`src/rtl/uart_mem_dump.sv`:
```
// uart_mem_dump: UART readback transmitter for the upg memory map.
//
// On a start request it sends one SYNC_BYTE frame, then reads word_cnt_i 32-bit words
// starting at base_adr_i from a synchronous read port and sends each word as four 8N1
// frames, least significant byte first. Each bit lasts CLK_DIV clocks. Frames within a
// word are back-to-back; the line idles high for the two read cycles between words.
//
// Ports:
//   upg_clk_i   clock, rising edge
//   upg_rst_i   synchronous active-high reset
//   start_i     one-cycle dump request, honoured only when idle
//   base_adr_i  first word address (bit 14 selects data memory)
//   word_cnt_i  number of words to send, 0 sends only the sync byte
//   rd_en_o     memory read strobe, one cycle per word
//   rd_adr_o    memory read address, valid with rd_en_o
//   rd_dat_i    memory read data, valid the cycle after rd_en_o
//   upg_tx_o    UART TX line, idle high
//   busy_o      dump in progress
//   done_o      one-cycle pulse at dump completion
module uart_mem_dump #(
  parameter int unsigned CLK_DIV   = 10,
  parameter logic [7:0]  SYNC_BYTE = 8'hA5
) (
  input  logic        upg_clk_i,
  input  logic        upg_rst_i,
  input  logic        start_i,
  input  logic [14:0] base_adr_i,
  input  logic [14:0] word_cnt_i,
  output logic        rd_en_o,
  output logic [14:0] rd_adr_o,
  input  logic [31:0] rd_dat_i,
  output logic        upg_tx_o,
  output logic        busy_o,
  output logic        done_o
);

  localparam int unsigned BaudW = (CLK_DIV > 1) ? $clog2(CLK_DIV) : 1;
  localparam logic [BaudW-1:0] BaudLast = BaudW'(CLK_DIV - 1);

  typedef enum logic [2:0] {
    StIdle,
    StSync,
    StRdReq,
    StRdWait,
    StSend,
    StFinish
  } state_e;

  state_e            state_q;
  logic [BaudW-1:0]  baud_q;
  logic [3:0]        bit_idx_q;   // 0 = start bit, 1..8 = data, 9 = stop bit
  logic [1:0]        byte_idx_q;
  logic [14:0]       adr_q;
  logic [14:0]       remain_q;
  logic [31:0]       shift_q;
  logic              tx_q;
  logic              busy_q;
  logic              done_q;
  logic              rd_en_q;
  logic [14:0]       rd_adr_q;

  logic [7:0] cur_byte;
  logic       baud_end;
  logic       next_bit;

  // Byte currently on the line: the header during SYNC, else the low byte of the word.
  assign cur_byte = (state_q == StSync) ? SYNC_BYTE : shift_q[7:0];
  assign baud_end = (baud_q == BaudLast);
  // Value of the bit that follows bit_idx_q; bit 8 is followed by the stop bit.
  assign next_bit = (bit_idx_q == 4'd8) ? 1'b1 : cur_byte[bit_idx_q[2:0]];

  always_ff @(posedge upg_clk_i) begin
    if (upg_rst_i) begin
      state_q    <= StIdle;
      baud_q     <= '0;
      bit_idx_q  <= '0;
      byte_idx_q <= '0;
      adr_q      <= '0;
      remain_q   <= '0;
      shift_q    <= '0;
      tx_q       <= 1'b1;
      busy_q     <= 1'b0;
      done_q     <= 1'b0;
      rd_en_q    <= 1'b0;
      rd_adr_q   <= '0;
    end else begin
      done_q  <= 1'b0;
      rd_en_q <= 1'b0;
      unique case (state_q)
        StIdle: begin
          if (start_i) begin
            adr_q     <= base_adr_i;
            remain_q  <= word_cnt_i;
            busy_q    <= 1'b1;
            tx_q      <= 1'b0;  // sync frame start bit begins next cycle
            baud_q    <= '0;
            bit_idx_q <= '0;
            state_q   <= StSync;
          end
        end
        StSync, StSend: begin
          if (!baud_end) begin
            baud_q <= baud_q + BaudW'(1);
          end else begin
            baud_q <= '0;
            if (bit_idx_q != 4'd9) begin
              bit_idx_q <= bit_idx_q + 4'd1;
              tx_q      <= next_bit;
            end else if (state_q == StSend && byte_idx_q != 2'd3) begin
              // Next byte of the word starts with no idle gap.
              shift_q    <= {8'h00, shift_q[31:8]};
              byte_idx_q <= byte_idx_q + 2'd1;
              bit_idx_q  <= '0;
              tx_q       <= 1'b0;
            end else if (remain_q == '0) begin
              busy_q  <= 1'b0;
              done_q  <= 1'b1;
              state_q <= StFinish;
            end else begin
              rd_en_q  <= 1'b1;
              rd_adr_q <= adr_q;
              state_q  <= StRdReq;
            end
          end
        end
        StRdReq: begin
          state_q <= StRdWait;
        end
        StRdWait: begin
          shift_q    <= rd_dat_i;
          adr_q      <= adr_q + 15'd1;
          remain_q   <= remain_q - 15'd1;
          byte_idx_q <= '0;
          bit_idx_q  <= '0;
          baud_q     <= '0;
          tx_q       <= 1'b0;
          state_q    <= StSend;
        end
        StFinish: begin
          state_q <= StIdle;
        end
        default: begin
          state_q <= StIdle;
        end
      endcase
    end
  end

  assign rd_en_o  = rd_en_q;
  assign rd_adr_o = rd_adr_q;
  assign upg_tx_o = tx_q;
  assign busy_o   = busy_q;
  assign done_o   = done_q;

endmodule

```
`config.mk`:
```
export PLATFORM = sky130hd
export DESIGN_NAME = uart_mem_dump
export DESIGN_NICKNAME = d
export VERILOG_FILES = /design/src/rtl/uart_mem_dump.sv
export SDC_FILE = /design/constraint.sdc
export NUM_CORES = 1
export LEC_CHECK = 0
export ABC_AREA = 1
export CAP_MARGIN = 20
export CORE_MARGIN = 4
export CORE_UTILIZATION = 40
export CTS_CLUSTER_SIZE = 28
export DETAILED_ROUTE_END_ITERATION = 10
export HOLD_SLACK_MARGIN = 0.05
export SLEW_MARGIN = 20
export SYNTH_ARGS = -nofsm -noshare
export SYNTH_HDL_FRONTEND = slang
export SYNTH_SLANG_ARGS = --single-unit
export TNS_END_PERCENT = 30
```
`constraint.sdc`:
```
create_clock -name upg_clk_i -period 3.9 [get_ports upg_clk_i]
set_input_delay 0.78 -clock upg_clk_i [delete_from_list [all_inputs] [get_ports upg_clk_i]]
set_output_delay 0.78 -clock upg_clk_i [all_outputs]
set_load 0.03 [all_outputs]
```
==> results.yml <==
timing:
  relSlewSlack: 0.542
  slew_violations: 0
  period_needed_ns: 2.43
  tightest_slew_ns: 0.686
  timing.fmax_mhz: 411
  skew_ns: 0.00677
  rsz0062_at_grt: "false"
  setup_viol: 0
  holdWs_ns: 0.450
  fin_crit_sh: 0.623
  finalHoldViolCount: 0
  tns_ns: 0
cells_and_area:
  final_cells: 1049
  multi_input_area_mm2: 0.00277
  final_nets: 943
  fillers: 1321
  fin_area_mm2: 0.00634
  drive_above_1_share: 0.0570
  syn_to_final_growth_pct: 23.8
  area.sequential_mm2: 0.00188
  diodes: 0
drt:
  drc_errors: 0
  wirelength_mm: 13.0
  post_drt_wl_per_cell_um: 12.4
  drtPass1Iterations: 5
  vias_per_cell: 4.95
  ant_nets: 0
  dr.first_iter.drc_count: 294
  vias: 5189
placed_design:
  numPortBuffers: 83
  place_area_mm2: 0.00601
  place.gp.congestion: 0.903
  dp.cells: 1033
  dpl.hpwl_mm: 9.38
cts:
  cts_root_buffer: "clkbuf_16"
  clk_latency_ns: 0.35
  clk_pin_slew_worst_paths_ns: 0.06
  cts-buffers-inserted: 9
  clock_path_buffers: 2
  htree_levels: 3
  cts_resized: 0
  cts_tree: "yes"
  cts_hold_buf: 0
  postCtsSetupBuffers: 0
  cts_sinks: 94
synthesis:
  async_flop_share: 0
  ys_top_cells_by_area: "dfxtp_1 37%, nand2_1 18%, nor2_1 9.2%"
  netlist.top_cell.by_area: "dfxtp_1"
  syn_avg_cell_area_um2: 6.33
  synth_flop_cell: "dfxtp_1"
  synth.top_cells.by_count: "245 x nand2_1, 126 x nor2_1, 94 x dfxtp_1"
  synth_top_area_frac: 0.367
  yosysMostFrequentCell: "nand2_1"
  synth_edf_count: 0
  synth_warnings: 0
  ys_seq_elements: 94
  synth_nets: 881
  ys_types: 35
  netlist_area_mm2: 0.00512
  syn_inst: 810
  ys_seq_area_frac: 0.367
global_routing:
  grt_usage: 0.177
  grt_pass1_vias: 4523
  grt_pass1_wl_mm: 21.2
  grt_max_degree: 41
  grt_overflow: 0
  grt_antenna_before_repair: 0
floorplanning:
  ios: 84
  row_count: 41
  die_w_um: 121
  fp.dieH_um: 121
  core_area_mm2: 0.0126
  design.die.area_mm2: 0.0147
  start_util: 0.408
power_and_ir_drop:
  p_clk_frac: 0.295
  ir_drop_mv: 0.202
  p_sw_frac: 0.370
  p_leak_nw: 2.55
  p_int_mw: 2.10
  combPwrFrac: 0.332
  power_switching_mw: 1.23
  cellPowerDensity_mw_per_mm2: 525
  power_frac_seq: 0.374
critical_path:
  cp.arrival_ns: 2.70
  path_class: "primary input to flip-flop"
  crit_required_ns: 4.17
  critPathMaxFanout: 29
  startpoint_type: "primary input"
  end_kind: "flip-flop"
worst_hold_path:
  hp-class: "flip-flop to flip-flop"
outcome:
  outcome: "finished, final reports clean"
run:
  maxCapViolCount: 0
[through the flow]
step	worst slack (ns)	power, mW	util
after floorplan	2.31	2.09	-
after global placement	1.16	2.33	0.478
after detailed placement	1.11	2.36	0.478
after CTS	1.46	3.35	0.505
after global routing	1.25	3.56	0.505
final	1.47	3.33	0.505
[cell type report]
cell class,count,area share
inverters,67,0.0397
clock buffers,13,0.0426
flip-flops and latches,94,0.297
multi-input cells,610,0.437
clock inverters,3,0.0103
well taps,172,0.0339
repair buffers,90,0.139
[power groups by stage]
stage	clock (mW)	sequential, mW	combinational [mW]
floorplan	0	1.23	0.863
global placement	0	1.26	1.07
detailed placement	0	1.26	1.10
CTS	1.01	1.24	1.11
global route	1.03	1.26	1.27
finish	0.981	1.24	1.10
[registers in the layout, summed over array words and instances, names as in the netlist]
signal / flops
adr_q: 15
baud_q: 4
bit_idx_q: 4
busy_o: 1
byte_idx_q: 2
done_o: 1
rd_adr_o: 15
rd_en_o: 1
remain_q: 15
shift_q: 32
state_q: 3
upg_tx_o: 1
[kinds of logic (layout without fill, tap and decap cells)]
logic type      count (synthesis)  count (layout)  synth area share
flops                          94              94             0.367
simple gates                  477             477             0.396
compound gates                127             127             0.131
fa+ha+maj                       6               6            0.0147
buf+inv                       106             173            0.0913
[critical path: stages]
cell and delay (ns):
clkdlybuf4s50_1 0.51, nand3_2 0.31, nand2_1 0.42, inv_2 0.30, nor2_1 0.16, nand2_1 0.08, a21oi_1 0.13
[cell usage in the layout, fill, tap and decap left out, drive strengths merged]
cell / n
nand3: 63
clkdlybuf4s50: 83
dfxtp: 94
a211oi: 3
a21oi: 61
nand2: 249
a31oi: 6
clkinv: 2
o21ai: 52
nor2: 132
or2: 4
nor3b: 1
buf: 7
o211ai: 3
nand4: 11
o21bai: 1
inv: 66
bufinv: 2
nand3b: 6
clkbuf: 13
ha: 6
o211a: 1
nor3: 11
[worst paths after layout]
| kind | startpoint | end | slack (ns) | depth (start not counted) |
|---|---|---|---|---|
| worst max-delay path | start_i | remain_q[12]$_SDFFE_PP0P_ | 1.47 | 7 |
| worst min-delay path | shift_q[4]$_SDFFE_PP0P_ | shift_q[4]$_SDFFE_PP0P_ | 0.45 | 2 |
| worst max register to register | state_q[0]$_SDFFE_PP0P_ | byte_idx_q[0]$_SDFFE_PP0P_ | 1.64 | 6 |
| worst min register to register | shift_q[4]$_SDFFE_PP0P_ | shift_q[4]$_SDFFE_PP0P_ | 0.45 | 2 |
[metal layers]
metal / global-route usage / share of wire
met5: 0 / 0
met4: 0.0665 / 0.018
met1: 0.242 / 0.49
met2: 0.282 / 0.45
met3: 0.0294 / 0.049
Note: power is estimated with default switching activity, not from simulation.
